--- config.mk ---
export PLATFORM = sky130hd
export DESIGN_NAME = apb_reg_bridge_flat
export DESIGN_NICKNAME = d
export VERILOG_FILES = /design/src/rtl/apb_reg_bridge_if.sv /design/src/rtl/apb_reg_bridge.sv /design/src/flat_wrapper.sv
export SDC_FILE = /design/constraint.sdc
export NUM_CORES = 1
export LEC_CHECK = 0
export ABC_AREA = 1
export BUFFER_PORTS_ARGS = -buffer_cell sky130_fd_sc_hd__buf_2
export CORE_MARGIN = 5
export CORE_UTILIZATION = 45
export CTS_CLUSTER_DIAMETER = 50
export DETAILED_ROUTE_END_ITERATION = 7
export PLACE_DENSITY_LB_ADDON = 0.2
export SLEW_MARGIN = 30
export SYNTH_ARGS = -nofsm -noshare
export SYNTH_HDL_FRONTEND = slang
export SYNTH_SLANG_ARGS = --single-unit
export TNS_END_PERCENT = 30
--- constraint.sdc ---
create_clock -name clk -period 1.35 [get_ports clk]
set_input_delay 0.27 -clock clk [delete_from_list [all_inputs] [get_ports clk]]
set_output_delay 0.27 -clock clk [all_outputs]
set_load 0.03 [all_outputs]
--- src/rtl/apb_reg_bridge_if.sv ---
// APB slave bus plus register-bank side channel for apb_reg_bridge.
// The master modport is the environment view (APB master and register bank);
// the slave modport is the bridge view.
interface apb_reg_bridge_if #(
    parameter int unsigned width        = 8,
    parameter int unsigned addressWidth = 8
);

    // APB side
    logic                    psel;
    logic                    penable;
    logic                    pwrite;
    logic [addressWidth-1:0] paddr;
    logic [width-1:0]        pwdata;
    logic [width-1:0]        prdata;
    logic                    pready;
    logic                    pslverr;

    // Register-bank side
    logic [addressWidth-1:0] address;
    logic                    writeEnable;
    logic [width-1:0]        writeData;
    logic                    readEnable;
    logic [width-1:0]        readData;

    // Status
    logic [7:0]              err_count;

    modport master (
        output psel,
        output penable,
        output pwrite,
        output paddr,
        output pwdata,
        output readData,
        input  prdata,
        input  pready,
        input  pslverr,
        input  address,
        input  writeEnable,
        input  writeData,
        input  readEnable,
        input  err_count
    );

    modport slave (
        input  psel,
        input  penable,
        input  pwrite,
        input  paddr,
        input  pwdata,
        input  readData,
        output prdata,
        output pready,
        output pslverr,
        output address,
        output writeEnable,
        output writeData,
        output readEnable,
        output err_count
    );

endinterface

--- src/rtl/apb_reg_bridge.sv ---
// APB slave that forwards each transfer to a simple register bank as a
// one-cycle write or read strobe. Reads take one extra cycle because the bank
// returns readData the cycle after readEnable. Addresses at or above NUM_REGS
// are answered with an error response and counted in err_count.
// Every output is a flop; the FSM computes all next values in one process.
module apb_reg_bridge #(
    parameter int unsigned width        = 8,
    parameter int unsigned addressWidth = 8,
    parameter int unsigned NUM_REGS     = 16
) (
    input logic             clk,
    input logic             rst,
    apb_reg_bridge_if.slave bus
);

    typedef enum logic [1:0] {
        StIdle,
        StIssue,
        StCapture,
        StResp
    } state_e;

    state_e state_q, state_d;

    logic [width-1:0]        prdata_q, prdata_d;
    logic                    pready_q, pready_d;
    logic                    pslverr_q, pslverr_d;
    logic [addressWidth-1:0] address_q, address_d;
    logic                    write_en_q, write_en_d;
    logic [width-1:0]        write_data_q, write_data_d;
    logic                    read_en_q, read_en_d;
    logic [7:0]              err_count_q, err_count_d;
    // Direction of the transfer in flight, 1 = write
    logic                    dir_q, dir_d;

    logic setup;
    logic addr_valid;

    // Setup phase: selected but not yet in the access phase
    assign setup      = bus.psel & ~bus.penable;
    assign addr_valid = (32'(bus.paddr) < NUM_REGS);

    // Next-state and next-output logic; strobes and response flags default low
    always_comb begin
        state_d      = state_q;
        prdata_d     = prdata_q;
        pready_d     = 1'b0;
        pslverr_d    = 1'b0;
        address_d    = address_q;
        write_en_d   = 1'b0;
        write_data_d = write_data_q;
        read_en_d    = 1'b0;
        err_count_d  = err_count_q;
        dir_d        = dir_q;

        unique case (state_q)
            StIdle: begin
                // A lone penable without a setup phase falls through here
                if (setup) begin
                    address_d    = bus.paddr;
                    write_data_d = bus.pwdata;
                    dir_d        = bus.pwrite;
                    if (addr_valid) begin
                        write_en_d = bus.pwrite;
                        read_en_d  = ~bus.pwrite;
                        state_d    = StIssue;
                    end else begin
                        // Error answered in the first access cycle, no strobe
                        pready_d  = 1'b1;
                        pslverr_d = 1'b1;
                        prdata_d  = '0;
                        if (err_count_q != 8'hFF) begin
                            err_count_d = err_count_q + 8'd1;
                        end
                        state_d = StResp;
                    end
                end
            end

            StIssue: begin
                if (!bus.psel) begin
                    // Master abort; the strobe has already been issued and ends here
                    state_d = StIdle;
                end else if (dir_q) begin
                    pready_d = 1'b1;
                    state_d  = StResp;
                end else begin
                    state_d = StCapture;
                end
            end

            StCapture: begin
                if (!bus.psel) begin
                    state_d = StIdle;
                end else begin
                    prdata_d = bus.readData;
                    pready_d = 1'b1;
                    state_d  = StResp;
                end
            end

            StResp: begin
                // pready/pslverr drop through their defaults
                state_d = StIdle;
            end

            default: begin
                state_d = StIdle;
            end
        endcase
    end

    // State and output registers with asynchronous active-high reset
    always_ff @(posedge clk or posedge rst) begin
        if (rst) begin
            state_q      <= StIdle;
            prdata_q     <= '0;
            pready_q     <= 1'b0;
            pslverr_q    <= 1'b0;
            address_q    <= '0;
            write_en_q   <= 1'b0;
            write_data_q <= '0;
            read_en_q    <= 1'b0;
            err_count_q  <= 8'd0;
            dir_q        <= 1'b0;
        end else begin
            state_q      <= state_d;
            prdata_q     <= prdata_d;
            pready_q     <= pready_d;
            pslverr_q    <= pslverr_d;
            address_q    <= address_d;
            write_en_q   <= write_en_d;
            write_data_q <= write_data_d;
            read_en_q    <= read_en_d;
            err_count_q  <= err_count_d;
            dir_q        <= dir_d;
        end
    end

    assign bus.prdata      = prdata_q;
    assign bus.pready      = pready_q;
    assign bus.pslverr     = pslverr_q;
    assign bus.address     = address_q;
    assign bus.writeEnable = write_en_q;
    assign bus.writeData   = write_data_q;
    assign bus.readEnable  = read_en_q;
    assign bus.err_count   = err_count_q;

endmodule

--- src/flat_wrapper.sv ---
// flat-port wrapper written by rule: the top's interface ports become plain ports
module apb_reg_bridge_flat 
#(
    parameter int unsigned width        = 8,
    parameter int unsigned addressWidth = 8,
    parameter int unsigned NUM_REGS     = 16
)
  (clk, rst, bus_psel, bus_penable, bus_pwrite, bus_paddr, bus_pwdata, bus_readData, bus_prdata, bus_pready, bus_pslverr, bus_address, bus_writeEnable, bus_writeData, bus_readEnable, bus_err_count);
  apb_reg_bridge_if #(.width(width), .addressWidth(addressWidth)) bus_i ();
  input logic clk;
  input logic rst;
  input wire logic [$bits(bus_i.psel)-1:0] bus_psel;
  input wire logic [$bits(bus_i.penable)-1:0] bus_penable;
  input wire logic [$bits(bus_i.pwrite)-1:0] bus_pwrite;
  input wire logic [$bits(bus_i.paddr)-1:0] bus_paddr;
  input wire logic [$bits(bus_i.pwdata)-1:0] bus_pwdata;
  input wire logic [$bits(bus_i.readData)-1:0] bus_readData;
  output wire logic [$bits(bus_i.prdata)-1:0] bus_prdata;
  output wire logic [$bits(bus_i.pready)-1:0] bus_pready;
  output wire logic [$bits(bus_i.pslverr)-1:0] bus_pslverr;
  output wire logic [$bits(bus_i.address)-1:0] bus_address;
  output wire logic [$bits(bus_i.writeEnable)-1:0] bus_writeEnable;
  output wire logic [$bits(bus_i.writeData)-1:0] bus_writeData;
  output wire logic [$bits(bus_i.readEnable)-1:0] bus_readEnable;
  output wire logic [$bits(bus_i.err_count)-1:0] bus_err_count;
  assign bus_i.psel = bus_psel;
  assign bus_i.penable = bus_penable;
  assign bus_i.pwrite = bus_pwrite;
  assign bus_i.paddr = bus_paddr;
  assign bus_i.pwdata = bus_pwdata;
  assign bus_i.readData = bus_readData;
  assign bus_prdata = bus_i.prdata;
  assign bus_pready = bus_i.pready;
  assign bus_pslverr = bus_i.pslverr;
  assign bus_address = bus_i.address;
  assign bus_writeEnable = bus_i.writeEnable;
  assign bus_writeData = bus_i.writeData;
  assign bus_readEnable = bus_i.readEnable;
  assign bus_err_count = bus_i.err_count;
  apb_reg_bridge #(.width(width), .addressWidth(addressWidth), .NUM_REGS(NUM_REGS)) u_core (.clk(clk), .rst(rst), .bus(bus_i));
endmodule
# Word level (Yosys, flattened, before mapping)

Cells that the tools add are included.

Bits in latches: 0
Memories: 0
ROM bits: 0
Input bits: 29
Register bits after elaboration: 39
Word-level logic and storage cells: 51
Memory bits (writable): 0
Output and inout port bits: 36

Divide/modulo/power cells: 0
Muxes and demuxes: 23
Order comparisons: 1
Bitwise gates (word level): 4
Eq/ne operators: 7
$add $sub $neg: 1
Reductions and logical operators: 5
Shifts and indexed selects: 0
Multiply operators: 0

Operator list:

| operator            | number |
|---|---|
| $mux 8              | 3 |
| $pmux 8 s2          | 1 |
| $mux 1              | 13 |
| $add 8x1->8 const B | 1 |
| $lt 8x5->1 const B  | 1 |
| $mux 2              | 4 |
| $ne 8x8->1 const B  | 1 |
| $pmux 2 s4          | 1 |
| $reduce_and 4->1    | 2 |
| $eq 2x2->1 const B  | 2 |
| $ne 2x2->1 const B  | 2 |
| $not 1->1           | 3 |
| $pmux 1 s3          | 1 |
| $eq 2x1->1 const B  | 1 |
| $logic_not 2->1     | 1 |
| $ne 2x1->1 const B  | 1 |
| $reduce_and 2->1    | 1 |
| $reduce_bool 2->1   | 1 |
| $and 1x1->1         | 1 |

# Longest topological paths before layout

Word-level depth: 4
Gate-level depth with buffers: 8
Gate-level depth less buffers: 8

# Least setup slack after synthesis

OpenSTA, ideal clock, no wires.

Kind: reg-to-reg
Start: register u_core.err_count_q[1] (netlist: u_core.bus.err_count[1])
End: register u_core.err_count_q[2] (netlist: u_core.bus.err_count[2])
Buffers on the path: 0
Setup time: 0.123 ns
Arrival time: 1.318 ns
Period minus slack after synthesis: 1.441 ns
Cell stages (with the launch flop): 7
Setup slack: -0.091 ns
Required time: 1.227 ns
Cells stage by stage: dfrtp_1 ha_1 nand3_2 nor2_4 nor2_2 nand2_1 nand2_1

Word-level cells in the longest chain between the ends: 2
Elaborated cells between the ends (all ways): 3
Those cells by class: 1 x add/sub; 1 x eq/ne; 1 x reduce/logical

Ends and longest elaborated chain:

| what                                                | RTL line              | source |
|---|---|---|
| from (decl)                                         | apb_reg_bridge.sv:32  | `logic [7:0] err_count_q, err_count_d;` |
| from (signal assigned)                              | apb_reg_bridge.sv:135 | `err_count_q <= err_count_d;` |
| branches (longest 2 deep; another with $add 8x1->8) | --                    |  |

Several ways; the timed one is not identified.
A chain may end at the register's enable or synchronous reset.

# Worst setup path after layout

Start: register u_core.err_count_q[1] (netlist: u_core.bus.err_count[1])
End: output bus_err_count[1]

RTL lines:

| what      | RTL line           | source |
|---|---|---|
| to (decl) | flat_wrapper.sv:25 | `output wire logic [$bits(bus_i.err_count)-1:0] bus_err_count;` |

No word-level cell between the ends.

==> summary.md <==
The flow ran to the end, and the final reports show no timing, DRC or antenna violations. Ranked by total cell area, the synthesized netlist is headed by sky130_fd_sc_hd__dfrtp_1 (56%), sky130_fd_sc_hd__nand2_1 (24%), sky130_fd_sc_hd__o21ai_0 (2.9%). For the final weighted congestion in routability-driven placement, the log shows 0.811.

CTS placed an instance of sky130_fd_sc_hd__clkbuf_8 at the clock tree root. The tools report the total congestion overflow as 0. The uppermost metal layer occupied by signal nets is met4. TritonCTS built the clock tree.

The category of the worst setup path launch point was a flip-flop. Clock-pin slew was measured on the worst setup and hold paths at 70 ps. Port buffering added 64 buffers.

The die covers 5210 um^2. The largest delay contributor family on the critical path was flip-flops. The area growth from synthesis to layout is 34.4%. For the amount of wire on met2 after detailed routing, the log shows 1850 um. The final clock period utilization by the worst path works out to 0.956. In the final layout, the multi-input gates occupy 686 um^2.

The run gives 329 as the cell count after placement. The routed wire length is 3860 um, and the width of the die is 72.2 um. The routed design could run at a clock period as short as 1290 ps. The share of cells above drive strength 1 was 0.348; the clock network power share was 0.187. The run gives 354 as the number of fill cells.

After routing, the total negative slack on setup checks comes to 0 ps. Synthesis handed over a netlist of 207 instances. The region available for standard cell placement spans 3720 um^2. The run gives 0 as the total count of max-transition violations in the final report. The number of antenna violations at the first check in global routing is 0. The synthesized design contains 39 register bits. The area of the mapped netlist was 1740 um^2; the overall global routing resource usage was 0.163. The detailed router put a total of 1680 um of wire on met1.

The repair_antennas step left the layout with diodes totalling 0. The initial core utilization is 0.468, and the largest driver fanout on the critical path is 4. The top-area cell type share of the netlist area was 0.561.

The critical path crosses 2 cells after its start point. Across the routed clock network, the largest skew measured is 9.08 ps. The relative contribution of combinational cells to total power was 0.453.

The detailed router finished its first iteration with 87 violations. The tools report the sequential cell area fraction in the yosys report as 0.561. The critical path starts at u_core.bus.err_count[1]. Max-cap violations in this run came to 0. The tools report the worst endpoint data arrival time as 1020 ps. The path class of the lowest-slack min-delay path was primary input to asynchronous set/reset pin. The number of CTS-inserted buffers was 5; the largest buffer count on any clock path was 2. Timing analysis after detailed placement gives a worst setup slack of -5.42 ps. The depth of the CTS H-tree was 2.

The logs give 70 ps for the setup slack of the worst register-to-register path and 0 for the number of failing setup endpoints in the final timing report. For the worst setup path, the data required time is 1080 ps. The detailed router placed 1517 vias in this run. After the last flow step, the layout net total stands at 319. The share of the core filled with cells is 0.629, and the worst supply voltage drop on vdd is 1.55 mV.

The number of different library cells used by synthesis comes to 21. The run gives 40 as the largest net degree at the start of global routing. The worst setup path is captured at a primary output. The reg-to-reg critical path endpoint is u_core.bus.writeData[4].

For the cell leakage power, the log shows 1.40 nW. Setup repair after global routing could not meet its margin everywhere. Yosys printed 0 warnings.

The HPWL after detailed placement is 2840 um. Counting every sink on the clock net gives 39. Walking the worst path, the cells encountered are buf_4 > buf_2. The routed wire length per instance works out to 11.4 um. Counting both buffers and inverters, the worst setup path holds a total of 2. In this run the power spent charging and discharging nets is 2.35 mW. Timing-limited maximum frequency: 775 MHz.

The post-layout instance count excluding filler cells was 338; the least setup slack across all paths after layout was 59.4 ps. The number of global-route vias before repair was 1399. Counting cells, the worst reg-to-reg path comes to 7. The transition at the pin with the smallest max-transition slack works out to 218 ps. For the worst-skew pair, the clock arrives at the later sink with an insertion delay of 290 ps. Across the whole layout, storage elements account for 978 um^2. The number of search-and-repair iterations in the first detailed-routing pass came out at 4. The number of nets with antenna violations after detailed routing is 0, and the total length of routed met3 wires is 263 um. The logs give 237 for the synthesized netlist net count and 0 for the hold buffer count at CTS. The design draws 5.32 mW.

The run gives 6600 um as the wire length of the first global-routing pass. Design internal power: 2.97 mW. For the relative max-transition margin, the log shows 0.854. In this design, the stage delay of the slowest critical-path cell is 420 ps. For this design, the slowest cell found on the critical path is sky130_fd_sc_hd__dfrtp_2. The power per standard cell area came out at 2270 nW/um^2. The most common library cell in the layout ignoring fill and taps was sky130_fd_sc_hd__nand2_1. The synthesized design spends more area on one cell type than any other, namely sky130_fd_sc_hd__dfrtp_1. The termination of the worst setup path is bus_err_count[1]. The total count of hold-check failures in the final report is 0.

During I/O placement, the number of pins put on the boundary was 65. In this run the vertical extent of the chip is 72.2 um. After detailed routing, the number of vias per cell comes to 4.49. For the fraction of power consumed by sequential logic, the log shows 0.361. The count of standard-cell rows was 22. The setup path with the least slack is of type flip-flop to primary output. In this run the mean area of a mapped cell was 8.41 um^2. The top cell types in the final layout, fill and taps aside, are sky130_fd_sc_hd__nand2_1 (112), sky130_fd_sc_hd__buf_2 (64), sky130_fd_sc_hd__dfrtp_1 (37).

Critical register-to-register path startpoint: u_core.state_q[0]. The switching part of the total works out to 0.441. For this run, design rule violations remaining after detail routing come to 0.
-- power groups by stage --
stage	registers, mW	logic [mW]	clock network (mW)
2_1_floorplan	2.78	0.780	0
3_3_place_gp	1.92	2.35	0
3_5_place_dp	1.93	2.40	0
4_1_cts	1.92	2.41	1.01
5_1_grt	1.99	2.63	1.08
6_report	1.92	2.41	0.993
-- how the worst min path moves through the flow --
stage | startpoint | to | depth (start not counted)
final | rst | u_core.bus.pslverr | 3
after global routing | rst | u_core.bus.err_count[2] | 3
after CTS | rst | u_core.bus.err_count[2] | 3
after detailed placement | rst | u_core.bus.writeData[4] | 3
after global placement | rst | u_core.bus.err_count[2] | 3
after floorplan | bus_pwrite | u_core.bus.readEnable | 1
-- tightest hold or removal path, delay by kind of cell --
kind	cells	cell delay [ps]
buf+inv	3	410
-- through the flow --
step / area, um^2 / hold slack, ps
global route: 2340 / 39.3
floorplan: 1740 / 331
finish: 2340 / 25.8
detailed placement: 2200 / 344
global placement: 2200 / 336
CTS: 2330 / 30.4
-- synth_stat cells (all sizes together) --
cell      n
buf       3
o21bai    1
inv      15
nor2     12
nor3      1
a21boi    1
nand3     6
ha        1
o21ai    10
nand2   115
xnor2     2
dfrtp    39
xor2      1
-- cell type report --
cell class / count / share of cell area
flip-flops and latches: 39 / 0.418
inverters: 15 / 0.0251
clock buffers: 6 / 0.0353
well taps: 48 / 0.0257
clock inverters: 2 / 0.0150
repair buffers: 78 / 0.187
multi-input cells: 150 / 0.293
-- state kept, by name, indices dropped and copies added, names as in the netlist --
signal and flops:
u_core.bus.address 8, u_core.bus.err_count 8, u_core.bus.prdata 8, u_core.bus.writeData 8, u_core.state_q 2, u_core.bus.pready 1
u_core.bus.pslverr 1, u_core.bus.readEnable 1, u_core.bus.writeEnable 1, u_core.dir_q 1
-- cell families (layout without fill, tap and decap cells) --
group           after synthesis  in the layout  synth area share
compound gates               12             12            0.0374
xor+xnor                      3              3            0.0151
fa+ha+maj                     1              1           0.00719
buf+inv                      18            101            0.0510
flops                        39             39             0.561
simple gates                134            134             0.329
-- routing by layer --
layer,global-route usage,vias to the layer above
li1,-,792
met1,0.218,677
met2,0.250,44
met3,0.0512,4
met4,0.0564,0
met5,0,-
-- timing repair --
action	in CTS	in global routing
resized for setup	1	2
setup buffers	0	1
endpoints found under the setup margin	8	33
pin swaps	0	1
endpoints found under the hold margin	0	0
(Power assumes the default switching activity.)
